**config.mk**
```make
export PLATFORM = sky130hd
export DESIGN_NAME = lcd_timing_gen
export DESIGN_NICKNAME = d
export VERILOG_FILES = /design/src/rtl/lcd_timing_gen.sv
export SDC_FILE = /design/constraint.sdc
export NUM_CORES = 1
export LEC_CHECK = 0
export BUFFER_PORTS_ARGS = -buffer_cell sky130_fd_sc_hd__buf_2
export CORE_MARGIN = 10
export CORE_UTILIZATION = 60
export DETAILED_ROUTE_END_ITERATION = 6
export HOLD_SLACK_MARGIN = 0.05
export PLACE_DENSITY = 0.85
export SYNTH_ARGS = -nofsm -noshare
export SYNTH_HDL_FRONTEND = slang
export SYNTH_SLANG_ARGS = --single-unit
```
**constraint.sdc**
```tcl
create_clock -name clk -period 6.6 [get_ports clk]
set_input_delay 1.32 -clock clk [delete_from_list [all_inputs] [get_ports clk]]
set_output_delay 1.32 -clock clk [all_outputs]
set_load 0.02 [all_outputs]
```
**src/rtl/lcd_timing_gen.sv**
```systemverilog
// lcd_timing_gen -- RGB parallel-LCD timing and test-pattern generator.
//
// Divides clk by CLK_DIV to form dclk. It runs a free-running (h,v) raster over
// H_TOT x V_TOT and registers all panel outputs together from the same (h,v).
// This keeps de, syncs, rgb, x and y exactly aligned. Outputs change on the clk
// edge where dclk falls, so the panel samples them on the next dclk rise.
//
// Ports:
//   clk, rst_n          system clock, async active-low reset
//   mode[1:0]           0 bars, 1 gradient, 2 checkerboard, 3 solid fill
//                       (latched at the start of each frame)
//   fill_rgb            solid-fill colour {R,G,B}, sampled on every pixel
//   red/green/blue      pixel data, forced to 0 outside the active area
//   dclk, de, hsync, vsync  panel timing pins
//   x[10:0], y[9:0]     position of the pixel currently on the outputs
//   frame_start         1-clk pulse while the outputs show (0,0)
//   frame_cnt[15:0]     (LCD_FRAME_CNT_EN only) frame counter. It animates the
//                       gradient pattern.
//
// Optional feature macro: LCD_FRAME_CNT_EN.
module lcd_timing_gen #(
  parameter int       CLK_DIV   = 2,
  parameter int       H_ACTIVE  = 480,
  parameter int       H_FP      = 8,
  parameter int       H_SYNC    = 4,
  parameter int       H_BP      = 43,
  parameter int       V_ACTIVE  = 272,
  parameter int       V_FP      = 8,
  parameter int       V_SYNC    = 4,
  parameter int       V_BP      = 12,
  parameter logic     HSYNC_POL = 1'b0,
  parameter logic     VSYNC_POL = 1'b0,
  parameter int       COLOR_W   = 8,
  parameter int       CHK_LOG2  = 4
) (
  input  logic                 clk,
  input  logic                 rst_n,
  input  logic [1:0]           mode,
  input  logic [3*COLOR_W-1:0] fill_rgb,
  output logic [COLOR_W-1:0]   red,
  output logic [COLOR_W-1:0]   green,
  output logic [COLOR_W-1:0]   blue,
  output logic                 dclk,
  output logic                 de,
  output logic                 hsync,
  output logic                 vsync,
  output logic [10:0]          x,
  output logic [9:0]           y,
  output logic                 frame_start
`ifdef LCD_FRAME_CNT_EN
  ,
  output logic [15:0]          frame_cnt
`endif
);

  localparam int H_TOT = H_ACTIVE + H_FP + H_SYNC + H_BP;
  localparam int V_TOT = V_ACTIVE + V_FP + V_SYNC + V_BP;
  localparam int DIV_W = (CLK_DIV > 2) ? $clog2(CLK_DIV) : 1;
  localparam int BAR_W = H_ACTIVE / 8;

  localparam logic [DIV_W-1:0] DIV_LAST = DIV_W'(CLK_DIV - 1);
  localparam logic [DIV_W-1:0] DIV_HALF = DIV_W'(CLK_DIV / 2);
  localparam logic [10:0] H_LAST  = 11'(H_TOT - 1);
  localparam logic [10:0] H_ACT   = 11'(H_ACTIVE);
  localparam logic [10:0] HS_BEG  = 11'(H_ACTIVE + H_FP);
  localparam logic [10:0] HS_END  = 11'(H_ACTIVE + H_FP + H_SYNC);
  localparam logic [9:0]  V_LAST  = 10'(V_TOT - 1);
  localparam logic [9:0]  V_ACT   = 10'(V_ACTIVE);
  localparam logic [9:0]  VS_BEG  = 10'(V_ACTIVE + V_FP);
  localparam logic [9:0]  VS_END  = 10'(V_ACTIVE + V_FP + V_SYNC);
  localparam logic [10:0] BAR_W_L = 11'(BAR_W);

  logic [DIV_W-1:0]   div_q, div_d;
  logic [10:0]        h_q, h_d;
  logic [9:0]         v_q, v_d;
  logic [1:0]         mode_q, mode_d;
  logic               dclk_q, dclk_d;
  logic               de_q, de_d, hs_q, hs_d, vs_q, vs_d, fs_q, fs_d;
  logic [COLOR_W-1:0] r_q, r_d, g_q, g_d, b_q, b_d;
  logic [10:0]        x_q, x_d;
  logic [9:0]         y_q, y_d;

  logic               tick, origin, act;
  logic [1:0]         mode_eff;
  logic [2:0]         bar_i;
  logic [10:0]        bar_full;
  logic [COLOR_W-1:0] pr, pg, pb, grad_off;

`ifdef LCD_FRAME_CNT_EN
  logic [15:0] cnt_q, cnt_d;
  logic        seen_q, seen_d;
`endif

  always_comb begin
    tick   = (div_q == DIV_LAST);
    div_d  = tick ? '0 : div_q + 1'b1;
    dclk_d = (div_d >= DIV_HALF);
    origin = (h_q == '0) && (v_q == '0);

    h_d = h_q;
    v_d = v_q;
    if (tick) begin
      h_d = (h_q == H_LAST) ? '0 : h_q + 11'd1;
      if (h_q == H_LAST) v_d = (v_q == V_LAST) ? '0 : v_q + 10'd1;
    end

    // The pixel that opens a frame already uses the newly latched mode.
    mode_eff = origin ? mode : mode_q;
    mode_d   = (tick && origin) ? mode : mode_q;
    fs_d     = tick && origin;

`ifdef LCD_FRAME_CNT_EN
    // The first frame after reset is frame 0. Count from the second one on.
    seen_d   = seen_q | fs_d;
    cnt_d    = (fs_d && seen_q) ? cnt_q + 16'd1 : cnt_q;
    grad_off = COLOR_W'(cnt_d);
`else
    grad_off = '0;
`endif

    act      = (h_q < H_ACT) && (v_q < V_ACT);
    bar_full = h_q / BAR_W_L;
    bar_i    = bar_full[2:0];

    unique case (mode_eff)
      2'd0: begin
        pr = {COLOR_W{~bar_i[1]}};
        pg = {COLOR_W{~bar_i[2]}};
        pb = {COLOR_W{~bar_i[0]}};
      end
      2'd1: begin
        pr = COLOR_W'(h_q) + grad_off;
        pg = COLOR_W'(v_q);
        pb = '0;
      end
      2'd2: begin
        pr = {COLOR_W{h_q[CHK_LOG2] ^ v_q[CHK_LOG2]}};
        pg = pr;
        pb = pr;
      end
      default: {pr, pg, pb} = fill_rgb;
    endcase

    de_d = de_q; hs_d = hs_q; vs_d = vs_q;
    r_d  = r_q;  g_d  = g_q;  b_d  = b_q;
    x_d  = x_q;  y_d  = y_q;
    if (tick) begin
      de_d = act;
      hs_d = ((h_q >= HS_BEG) && (h_q < HS_END)) ? HSYNC_POL : ~HSYNC_POL;
      vs_d = ((v_q >= VS_BEG) && (v_q < VS_END)) ? VSYNC_POL : ~VSYNC_POL;
      r_d  = act ? pr : '0;
      g_d  = act ? pg : '0;
      b_d  = act ? pb : '0;
      x_d  = h_q;
      y_d  = v_q;
    end
  end

  always_ff @(posedge clk or negedge rst_n) begin
    if (!rst_n) begin
      div_q  <= '0;
      h_q    <= '0;
      v_q    <= '0;
      mode_q <= '0;
      dclk_q <= 1'b0;
      de_q   <= 1'b0;
      hs_q   <= ~HSYNC_POL;
      vs_q   <= ~VSYNC_POL;
      r_q    <= '0;
      g_q    <= '0;
      b_q    <= '0;
      x_q    <= '0;
      y_q    <= '0;
      fs_q   <= 1'b0;
    end else begin
      div_q  <= div_d;
      h_q    <= h_d;
      v_q    <= v_d;
      mode_q <= mode_d;
      dclk_q <= dclk_d;
      de_q   <= de_d;
      hs_q   <= hs_d;
      vs_q   <= vs_d;
      r_q    <= r_d;
      g_q    <= g_d;
      b_q    <= b_d;
      x_q    <= x_d;
      y_q    <= y_d;
      fs_q   <= fs_d;
    end
  end

`ifdef LCD_FRAME_CNT_EN
  always_ff @(posedge clk or negedge rst_n) begin
    if (!rst_n) begin
      cnt_q  <= '0;
      seen_q <= 1'b0;
    end else begin
      cnt_q  <= cnt_d;
      seen_q <= seen_d;
    end
  end
  assign frame_cnt = cnt_q;
`endif

  assign red         = r_q;
  assign green       = g_q;
  assign blue        = b_q;
  assign dclk        = dclk_q;
  assign de          = de_q;
  assign hsync       = hs_q;
  assign vsync       = vs_q;
  assign x           = x_q;
  assign y           = y_q;
  assign frame_start = fs_q;

endmodule

```
==> results of run 1 <==
## worst max-delay path, cell delays in order (launching register included)
cell and delay (ns):
dfrtp_1 0.33, buf_4 0.36, inv_1 0.51, nor3_1 0.45
and4_1 0.63, o21ai_1 0.36, o41ai_1 0.47
## per-stage QoR
step           setup slack [ns]  hold slack, ns  cells  area (um^2)  power (uW)
2_1_floorplan             4.139          0.4802    401         4020       515.9
3_3_place_gp              3.603          0.4635    522         4355       549.7
3_5_place_dp              3.412          0.4670    522         4355       551.8
4_1_cts                   3.419          0.4889    537         4528       865.8
5_1_grt                   3.086          0.5052    537         4528       891.0
6_report                  3.349          0.4903    537         4528       863.7
## cell type report
type | instances | area (um^2) | area share (%)
multi-input combinational | 284 | 1996 | 44.07
sequential | 73 | 1829 | 40.40
timing repair buffer | 79 | 400.4 | 8.842
clock buffer | 13 | 158.9 | 3.509
tap | 77 | 96.34 | 2.128
inverter | 9 | 33.78 | 0.7461
clock inverter | 2 | 13.76 | 0.3040
## path summary, 6_finish.rpt
check | from | end | slack (ns) | cells past startpoint
max | dclk$_DFF_PN0_ | red[3]$_DFFE_PN0P_ | 3.35 | 6
max in group asynchronous | rst_n | red[5]$_DFFE_PN0P_ | 4.82 | 2
max reg2reg | dclk$_DFF_PN0_ | red[3]$_DFFE_PN0P_ | 3.35 | 6
min reg2reg | red[7]$_DFFE_PN0P_ | red[7]$_DFFE_PN0P_ | 0.49 | 1
min in group asynchronous | rst_n | h_q[10]$_DFFE_PN0P_ | 1.17 | 2
min | red[7]$_DFFE_PN0P_ | red[7]$_DFFE_PN0P_ | 0.49 | 1
## sequential cells by signal (all words and copies together), names as in the netlist, 2 cells and up
signal  count
v_q        10
h_q        11
x          11
blue        8
mode_q      2
green       8
y          10
red         8
## Yosys cell counts (3+ instances only)
cell type and count:
a211oi_1 8, a21oi_1 21, a31oi_1 3, a32oi_1 9, and2_1 4, and3_1 7, and3b_1 3, and4_1 3
buf_2 6, buf_6 3, clkbuf_1 26, dfrtp_1 71, ha_1 5, inv_1 9, mux2_2 23, mux2i_1 3
nand2_1 24, nand3_1 7, nand4_1 7, nor2_1 19, nor3_1 8, o211ai_1 3, o21a_1 4, o21ai_0 26
o21ai_1 11, o2bb2ai_1 8, o41ai_1 7, or3_1 9, xnor2_1 9, xor2_1 5
## kinds of logic (layout without fill, tap and decap cells)
group / Yosys count / after routing / share of synthesized area (%)
flip-flops: 73 / 73 / 45.50
multiplexers: 26 / 26 / 7.190
XOR/XNOR: 14 / 14 / 3.050
AO/OA/AOI/OAI: 126 / 126 / 21.69
AND/OR/NAND/NOR: 112 / 112 / 15.90
adder cells (fa/ha/maj): 6 / 6 / 1.805
buffers and inverters: 44 / 103 / 4.855
## routing by layer
metal,GRT usage [%],vias up
li1,-,1609
met1,24.29,1706
met2,34.74,148
met3,5.870,21
met4,7.050,0
met5,0,-
## power by group through the flow
stage | Clock (uW) | Combinational [uW] | Sequential [uW]
after global routing | 340 | 83.6 | 468
after CTS | 322 | 77.4 | 466
after global placement | 0 | 75.1 | 475
after detailed placement | 0 | 77.0 | 475
after floorplan | 0 | 27.8 | 488
final | 321 | 76.3 | 466
## cells in the final DEF, fill, tap and decap left out, drive strengths merged, types with 9 or more instances in the layout
master   n
nand2   26
inv      9
nand3    9
a21oi   21
mux2    23
a32oi   10
or3      9
clkbuf  13
xnor2    9
o21ai   39
buf     79
dfrtp   71
nor2    20
==> impl_results.md, run 1 <==
- First-pass GRT wire length: 17.08 mm
- Hold buffers post-CTS: 0
- Synth top area share: 44.20%
- CP Data Required Time: 6.83 ns
- Synth Register Bits: 73
- Synth warn: 0
- PwrDens: 190.7 nW/um^2
- RSZ-0062 raised after global routing: false
- Worst skew pair latency: 0.35 ns
- WL met2: 5.259 mm
- CP Capture Type: register
- CTS Root Cell: clkbuf_8
- Area of the die: 10370 um^2
- Number of port buffers: 77
- FP Rows: 29
- Critical path arrival: 3.48 ns
- CTS Buf Count: 9
- Pre-antenna DRT Iters: 5
- WL/cell: 19.59 um
- H-tree levels: 3
- Clock slew at reported path FFs: 0.08 ns
- Via/cell ratio: 6.488
- DPL Wire Length: 7.297 mm
- Number of global-route vias before repair: 3476
- Clk_skew: 0.008151 ns
- Synth Cell Area: 4020 um^2
- Relative slew slack: 39.52%
- Fill count: 508
- Switching share of power: 25.79%
- P_sw: 222.8 uW
- 1st-iter DRT viols: 266
- Async set-reset flop share out of synthesis: 100.0%
- Die Y: 101.9 um
- Worst-Margin Slew: 0.9071 ns
- Register area share after synthesis: 45.50%
- Final Hold Viols: 0
- Syn Inst Count: 401
- Layout overhead on the synthesized area: 12.64%
- Status: completed
- MaxCap Viol Count: 0
- Initial antenna violation count: 0
- Routed Antenna Nets: 0
- EDFF count, synth: 0
- Maximum root-to-sink buffer count: 2
- Setup tns final: 0 ns
- Core area: 6422 um^2
- Final wirelength: 10.52 mm
- Total congestion overflow: 0
- Period utilization: 49.26%
- Gr usage total: 20.42%
- Met3 routed WL: 841 um
- Clk pwr share: 37.2%
- Die Wd: 101.9 um
- Period minus WS final: 3.251 ns
- Final number of setup-violating endpoints: 0
- Post-CTS setup buffer count: 0
- Library cells used by synthesis: 67
- FMAX: 307.6 MHz
- Hold Path Class: reg -> reg
- Post-synthesis net count: 434
- Max Used Layer: met4
- Flop pwr share: 54.0%
- Wl on met1: 4.242 mm
- Final Net Count: 489
- Clock sink total: 73
- Static Leak: 0.001996 uW
- Resize count post-CTS: 0
- Largest net degree at the start of global routing: 74
- GPL Wtd Cong: 0.9227
- Diode count: 0
- Vias: 3484
- Final slew viol count: 0
- Int Pwr: 641.0 uW
- Worst vdd ir: 0.1483 mV
- Top Ports: 78
- Worst-path fanout max: 36
- CTS tree: yes
- Layout cells sized above 1: 28.70%
- Synth Flop Type: dfrtp_1
- Final Core Density: 70.50%
- Top post-synthesis cells by area: dfrtp_1 (44%), mux2_2 (6.4%), o21ai_0 (3.2%)
- DRC viols: 0
- Crit Path Class: reg -> reg
- Average cell area after synthesis: 10.03 um^2
- Starting Density: 62.59%
- Synth area leader: dfrtp_1
- Critical path launch point type: register
- Logic pwr share: 8.8%
Note: power is estimated with default switching activity, not from simulation.
==> run 2, diff against run 1 <==
--- a/config.mk
+++ b/config.mk
@@ -7,10 +7,10 @@
 export LEC_CHECK = 0
 export BUFFER_PORTS_ARGS = -buffer_cell sky130_fd_sc_hd__buf_2
 export CORE_MARGIN = 10
-export CORE_UTILIZATION = 60
+export CORE_UTILIZATION = 56
 export DETAILED_ROUTE_END_ITERATION = 6
 export HOLD_SLACK_MARGIN = 0.05
-export PLACE_DENSITY = 0.85
+export PLACE_DENSITY = 0.8
 export SYNTH_ARGS = -nofsm -noshare
 export SYNTH_HDL_FRONTEND = slang
 export SYNTH_SLANG_ARGS = --single-unit
==> constraint.sdc (replaced) <==
create_clock -name clk -period 3.24 [get_ports clk]
set_input_delay 0.648 -clock clk [delete_from_list [all_inputs] [get_ports clk]]
set_output_delay 0.648 -clock clk [all_outputs]
set_load 0.02 [all_outputs]
==> run 2 against run 1 <==
Net effect: setup slack got worse by 3.0 ns; die area rose by 5.7%; final cell count rose by 5.6%.
==> impl_results.md, run 2 (synthesis gave the netlist of run 1 again) <==
- Worst skew pair latency: 0.36 ns (was 0.35 ns)
- MaxCap Viol Count: 0 (unchanged)
- 1st-iter DRT viols: 217 (was 266)
- Worst vdd ir: 0.2474 mV (was 0.1483 mV)
- Int Pwr: 1362 uW (was 641.0 uW)
- Period utilization: 89.58% (was 49.26%)
- Layout overhead on the synthesized area: 16.00% (was 12.64%)
- Maximum root-to-sink buffer count: 2 (unchanged)
- Critical path arrival: 3.12 ns (was 3.48 ns)
- Total congestion overflow: 0 (unchanged)
- CTS Root Cell: clkbuf_8 (unchanged)
- CTS tree: yes (unchanged)
- CP top delay family: compound AO/OA/AOI/OAI gates (was simple AND/OR/NAND/NOR gates)
- Final wirelength: 10.55 mm (was 10.52 mm)
- Worst path most repeated cell: o21ai_0
- DPL Wire Length: 7.485 mm (was 7.297 mm)
- FP Rows: 30 (was 29)
- Max incr delay on CP: 0.73 ns (was 0.63 ns)
- DRC viols: 0 (unchanged)
- Pre-antenna DRT Iters: 4 (was 5)
- Status: completed (unchanged)
- Starting Density: 58.52% (was 62.59%)
- Period minus WS final: 2.902 ns (was 3.251 ns)
- WL/cell: 18.61 um (was 19.59 um)
- Switching share of power: 25.46% (was 25.79%)
- Relative slew slack: 41.79% (was 39.52%)
- Die Wd: 104.7 um (was 101.9 um)
- Flop pwr share: 51.9% (was 54.0%)
- Clk_skew: 0.01048 ns (was 0.008151 ns)
- Number of port buffers: 77 (unchanged)
- Setup tns final: 0 ns (unchanged)
- Final slew viol count: 0 (unchanged)
- Crit Path Class: reg -> reg (unchanged)
- PwrDens: 391.8 nW/um^2 (was 190.7 nW/um^2)
- Hold buffers post-CTS: 0 (unchanged)
- Worst-path fanout max: 15 (was 36)
- Routed Antenna Nets: 0 (unchanged)
- Critical path launch point type: register (unchanged)
- RSZ-0062 raised after global routing: false (unchanged)
- Area of the die: 10970 um^2 (was 10370 um^2)
- Most frequent cells in the layout: buf_2 (77), dfrtp_1 (70), o21ai_0 (26), nand2_1 (24), mux2_2 (23) (was buf_2 (77), dfrtp_1 (71), o21ai_0 (26), nand2_1 (24), mux2_2 (23))
- Static Leak: 0.002061 uW (was 0.001996 uW)
- Top Ports: 78 (unchanged)
- Worst-Margin Slew: 0.8732 ns (was 0.9071 ns)
- First-pass GRT wire length: 17.20 mm (was 17.08 mm)
- Final Core Density: 67.89% (was 70.50%)
- Core area: 6869 um^2 (was 6422 um^2)
- Most common cell after layout, fill and taps aside: buf_2 (unchanged)
- Clock slew at reported path FFs: 0.08 ns (about the same)
- CTS Buf Count: 9 (unchanged)
- Initial antenna violation count: 0 (unchanged)
- Clock sink total: 73 (unchanged)
- Final Net Count: 500 (was 489)
- P_sw: 465.2 uW (was 222.8 uW)
- Crit-path slowest cell: o41ai_2 (was and4_1)
- Cells along the critical path: o21ai_0 > a21o_1 > a22oi_1 > o211a_1 > o21ai_0 > o41ai_2 > o21ai_1 (was buf_4 > inv_1 > nor3_1 > and4_1 > o21ai_1 > o41ai_1)
- Die Y: 104.7 um (was 101.9 um)
- Gr usage total: 18.72% (was 20.42%)
- Logic pwr share: 8.6% (was 8.8%)
- CP Capture Type: register (unchanged)
- Clk pwr share: 39.4% (was 37.2%)
- Number of global-route vias before repair: 3471 (was 3476)
- H-tree levels: 3 (unchanged)
- GPL Wtd Cong: 0.8882 (was 0.9227)
- Hold Path Class: in -> async (was reg -> reg)
- FMAX: 344.5 MHz (was 307.6 MHz)
- Via/cell ratio: 6.111 (was 6.488)
- Layout cells sized above 1: 31.21% (was 28.70%)
- Final number of setup-violating endpoints: 0 (unchanged)
- Final Hold Viols: 0 (unchanged)
- CP Data Required Time: 3.45 ns (was 6.83 ns)
- Vias: 3465 (was 3484)
- Largest net degree at the start of global routing: 39 (was 74)
- WP buf/inv: 0 (was 2)
- Diode count: 0 (unchanged)
## run 2: repair_timing
item | CTS | global route
gates resized for setup | 0 | 2
setup buffers | 0 | 0
endpoints found under the setup margin | 0 | 5
## run 2: path summary, 6_finish.rpt
kind,startpoint,end,slack [ns],depth (start not counted)
worst max-delay path,h_q[7]$_DFFE_PN0P_,blue[3]$_DFFE_PN0P_,0.34,7
worst min-delay path,rst_n,blue[4]$_DFFE_PN0P_,0.41,1
worst max register to register,h_q[7]$_DFFE_PN0P_,blue[3]$_DFFE_PN0P_,0.34,7
worst min register to register,de$_DFFE_PN0P_,de$_DFFE_PN0P_,0.49,1
max in group asynchronous,rst_n,vsync$_DFFE_PN1P_,2.01,2
min in group clk,de$_DFFE_PN0P_,de$_DFFE_PN0P_,0.49,1
## run 2: final cells by class
class                           count  area [um^2]
Clock buffer                       10        137.6
Clock inverter                      5        56.30
Fill cell                         565         2206
Inverter                            9        33.78
Multi-Input combinational cell    284         2002
Sequential cell                    73         1831
Tap cell                           96        120.1
Timing Repair Buffer               90        483.0
## run 2: worst register-to-register path, delay by kind of cell, from the launching register on
family / cells / cell delay (ns)
flops: 1 / 0.63
compound gates: 7 / 2.14
## run 2: power groups by stage
stage | combinational, uW | sequential (uW) | clock [uW]
after detailed placement | 159 | 967 | 0
after global placement | 156 | 966 | 0
after floorplan | 56.5 | 994 | 0
after global routing | 172 | 951 | 767
after CTS | 160 | 949 | 725
final | 158 | 949 | 721
## run 2: routing by layer
layer	GRT usage, %	vias to the layer above	routed length, um
li1	-	1629	-
met1	22.72	1716	4427
met2	31.90	107	5448
met3	4.238	13	534
met4	6.471	0	140
met5	0	-	0
## run 2: stage by stage
step | hold WS, ns | setup slack [ns] | area [um^2] | power (uW) | std cells
floorplan | 0.3524 | 0.7792 | 4020 | 1051 | 401
global placement | 0.4608 | 0.4172 | 4462 | 1122 | 552
detailed placement | 0.4665 | 0.2581 | 4462 | 1126 | 552
CTS | 0.4372 | 0.2492 | 4656 | 1834 | 567
global route | 0.4746 | 0.09310 | 4663 | 1890 | 567
finish | 0.4124 | 0.3376 | 4663 | 1827 | 567
==> run 3, diff against run 2 <==
--- a/config.mk
+++ b/config.mk
@@ -5,12 +5,13 @@
 export SDC_FILE = /design/constraint.sdc
 export NUM_CORES = 1
 export LEC_CHECK = 0
+export ABC_AREA = 1
 export BUFFER_PORTS_ARGS = -buffer_cell sky130_fd_sc_hd__buf_2
 export CORE_MARGIN = 10
-export CORE_UTILIZATION = 56
+export CORE_UTILIZATION = 55
 export DETAILED_ROUTE_END_ITERATION = 6
 export HOLD_SLACK_MARGIN = 0.05
-export PLACE_DENSITY = 0.8
+export PLACE_DENSITY = 0.79
 export SYNTH_ARGS = -nofsm -noshare
 export SYNTH_HDL_FRONTEND = slang
 export SYNTH_SLANG_ARGS = --single-unit
==> constraint.sdc (replaced) <==
create_clock -name clk -period 3.24 [get_ports clk]
set_input_delay 0.486 -clock clk [delete_from_list [all_inputs] [get_ports clk]]
set_output_delay 0.486 -clock clk [all_outputs]
set_load 0.02 [all_outputs]
==> run 3 against run 2 <==
Net effect: flip-flop and latch count unchanged; via count up 5.6%; non-clock buffer count down 8; setup slack improved by 0.085 ns; die area rose by 0.19%; sequential share of layout area increased by 0.37 points; final cell count grew 19%; core utilization is 1.0 points lower; first-iteration DRC count is 34% higher; critical path type unchanged; synthesized cell count increased by 25%; worst hold slack worse by 0.30 ns.
==> impl_results.md, run 3 <==
- Clk_skew: 0.006258 ns (was 0.01048 ns)
- CP Capture Type: register (unchanged)
- Largest net degree at the start of global routing: 68 (was 39)
- Relative slew slack: 57.94% (was 41.79%)
- Top cells by instance count after synthesis: nand2_1 (142), dfrtp_1 (71), inv_1 (65) (was dfrtp_1 (71), clkbuf_1 (26), o21ai_0 (26))
- Area of the die: 10990 um^2 (was 10970 um^2)
- Critical path arrival: 3.06 ns (was 3.12 ns)
- Switching share of power: 25.95% (was 25.46%)
- Via/cell ratio: 5.406 (was 6.111)
- CTS tree: yes (unchanged)
- Most common cell in the netlist: nand2_1 (was dfrtp_1)
- CTS Root Cell: clkbuf_8 (unchanged)
- Number of global-route vias before repair: 3632 (was 3471)
- First-pass GRT wire length: 17.98 mm (was 17.20 mm)
- Pre-antenna DRT Iters: 4 (unchanged)
- Status: completed (unchanged)
- Int Pwr: 1370 uW (was 1362 uW)
- CTS Buf Count: 9 (unchanged)
- WP buf/inv: 2 (was 0)
- Register area share after synthesis: 46.22% (was 45.50%)
- WL/cell: 15.69 um (was 18.61 um)
- Max incr delay on CP: 0.47 ns (was 0.73 ns)
- Final Core Density: 66.85% (was 67.89%)
- Hold Path Class: in -> async (unchanged)
- Flop pwr share: 51.2% (was 51.9%)
- Static Leak: 0.002290 uW (was 0.002061 uW)
- Worst path most repeated cell: nand2_1 (was o21ai_0)
- Async set-reset flop share out of synthesis: 100.0% (unchanged)
- Starting Density: 57.30% (was 58.52%)
- CP top delay family: compound AO/OA/AOI/OAI gates (unchanged)
- DRC viols: 0 (unchanged)
- Clock sink total: 73 (unchanged)
- Crit-path slowest cell: o21ai_4 (was o41ai_2)
- Initial antenna violation count: 0 (unchanged)
- P_sw: 480.0 uW (was 465.2 uW)
- Syn Inst Count: 501 (was 401)
- Crit Path Class: reg -> reg (unchanged)
- Final number of setup-violating endpoints: 0 (unchanged)
- Final wirelength: 10.62 mm (was 10.55 mm)
- Worst-Margin Slew: 0.6302 ns (was 0.8732 ns)
- Layout cells sized above 1: 23.06% (was 31.21%)
- Final Net Count: 609 (was 500)
- GPL Wtd Cong: 0.9130 (was 0.8882)
- Synth Flop Type: dfrtp_1 (unchanged)
- Synth Register Bits: 73 (unchanged)
- CP Data Required Time: 3.48 ns (was 3.45 ns)
- DPL Wire Length: 8.024 mm (was 7.485 mm)
- Hold buffers post-CTS: 0 (unchanged)
- Worst vdd ir: 0.2596 mV (was 0.2474 mV)
- Die Wd: 104.8 um (was 104.7 um)
- Post-Place Cells: 661 (was 552)
- Gr usage total: 19.60% (was 18.72%)
- Total congestion overflow: 0 (unchanged)
- Resize count post-CTS: 0 (unchanged)
- Number of port buffers: 77 (unchanged)
- Final slew viol count: 0 (unchanged)
- FMAX: 355.0 MHz (was 344.5 MHz)
- Synth area leader: dfrtp_1 (unchanged)
- Synth top area share: 44.89% (was 44.20%)
- FP Rows: 30 (unchanged)
- Worst-path fanout max: 17 (was 15)
- Library cells used by synthesis: 41 (was 67)
- Synth Cell Area: 3958 um^2 (was 4020 um^2)
- Period minus WS final: 2.817 ns (was 2.902 ns)
- 1st-iter DRT viols: 291 (was 217)
- RSZ-0062 raised after global routing: false (unchanged)
- Routed Antenna Nets: 0 (unchanged)
- Hold slack: 0.1145 ns (was 0.4124 ns)
- H-tree levels: 3 (unchanged)
- PwrDens: 400.6 nW/um^2 (was 391.8 nW/um^2)
- Clock slew at reported path FFs: 0.08 ns (about the same)
- Vias: 3660 (was 3465)
- EDFF count, synth: 0 (unchanged)
- Critical path launch point type: register (unchanged)
- Worst skew pair latency: 0.35 ns (was 0.36 ns)
- Final Hold Viols: 0 (unchanged)
- MaxCap Viol Count: 0 (unchanged)
- Layout Cells excl Fill: 677 (was 567)
- Fill count: 631 (was 565)
- Post-synthesis net count: 534 (was 434)
- Synth warn: 0 (unchanged)
- Layout overhead on the synthesized area: 16.66% (was 16.00%)
- Most frequent cells in the layout: nand2_1 (142), buf_2 (77), dfrtp_1 (71), inv_1 (65), o21ai_0 (45) (was buf_2 (77), dfrtp_1 (70), o21ai_0 (26), nand2_1 (24), mux2_2 (23))
- Most common cell after layout, fill and taps aside: nand2_1 (was buf_2)
- Core area: 6907 um^2 (was 6869 um^2)
- Maximum root-to-sink buffer count: 2 (unchanged)
- Cells along the critical path: inv_1 > ha_1 > nand2_1 > nor4_1 > nand4_1 > nand2_1 > o21a_1 > inv_2 > o21ai_4 > o211ai_1 > o211ai_1 > nand2_1 (was o21ai_0 > a21o_1 > a22oi_1 > o211a_1 > o21ai_0 > o41ai_2 > o21ai_1)
- Post-CTS setup buffer count: 0 (unchanged)
- Period utilization: 86.94% (was 89.58%)
- Top Ports: 78 (unchanged)
- Average cell area after synthesis: 7.899 um^2 (was 10.03 um^2)
- Setup tns final: 0 ns (unchanged)
- Clk pwr share: 40.2% (was 39.4%)
- Diode count: 0 (unchanged)
- Die Y: 104.8 um (was 104.7 um)
- Logic pwr share: 8.5% (was 8.6%)
- Top post-synthesis cells by area: dfrtp_1 (45%), nand2_1 (13%), inv_1 (6.2%) (was dfrtp_1 (44%), mux2_2 (6.4%), o21ai_0 (3.2%))
[run 3: metrics by stage]
stage | cell area [um^2] | setup WS [ns] | power, uW
finish | 4617 | 0.4230 | 1850
global route | 4617 | 0.07081 | 1919
CTS | 4617 | 0.4209 | 1863
detailed placement | 4412 | 0.4216 | 1126
global placement | 4412 | 0.5595 | 1123
floorplan | 3958 | 0.9624 | 1053
[run 3: layout make-up]
cell class                 count  area [um^2]  area share [%]
multi-input combinational    337         1765           38.24
timing repair buffer          82        422.9           9.160
clock inverter                 5        63.81           1.382
clock buffer                  11        141.4           3.062
sequential                    73         1829           39.62
inverter                      73        274.0           5.935
tap                           96        120.1           2.602
[run 3: final timing paths]
path | start | to | slack, ns | cells after the start
max | h_q[1]$_DFFE_PN0P_ | green[1]$_DFFE_PN0P_ | 0.42 | 12
min | rst_n | y[4]$_DFFE_PN0P_ | 0.11 | 1
max reg2reg | h_q[1]$_DFFE_PN0P_ | green[1]$_DFFE_PN0P_ | 0.42 | 12
min reg2reg | x[0]$_DFFE_PN0P_ | x[0]$_DFFE_PN0P_ | 0.47 | 2
max in group asynchronous | rst_n | hsync$_DFFE_PN1P_ | 2.32 | 2
min in group clk | fill_rgb[9] | green[1]$_DFFE_PN0P_ | 0.38 | 3
[run 3: cells by family (layout without fill, tap and decap cells)]
logic type / after synthesis / after routing / share of synthesized area (%)
AND/OR/NAND/NOR: 234 / 234 / 26.53
AO/OA/AOI/OAI: 95 / 95 / 15.84
buffers and inverters: 91 / 171 / 9.168
flip-flops: 73 / 73 / 46.22
adder cells (fa/ha/maj): 5 / 5 / 1.581
XOR/XNOR: 3 / 3 / 0.6640
[run 3: routing by layer]
layer / GRT usage (%) / share of wire, %
met1: 23.47 / 41
met2: 33.45 / 51
met3: 4.668 / 6.3
met4: 7.059 / 2.3
met5: 0 / 0
[run 3: worst register-to-register path, delay by kind of cell, from the launching register on]
family	cells	cell delay, ns
AOI/OAI and AO/OA	4	1.17
and+or+nand+nor	5	0.71
DFF	1	0.42
buffers and inverters	2	0.24
adders and majority gates	1	0.17
[run 3: power by group through the flow]
stage	Clock, uW	Sequential [uW]	Combinational (uW)
2_1_floorplan	0	996	56.8
3_3_place_gp	0	965	158
3_5_place_dp	0	965	161
4_1_cts	754	948	161
5_1_grt	791	952	176
6_report	744	948	158
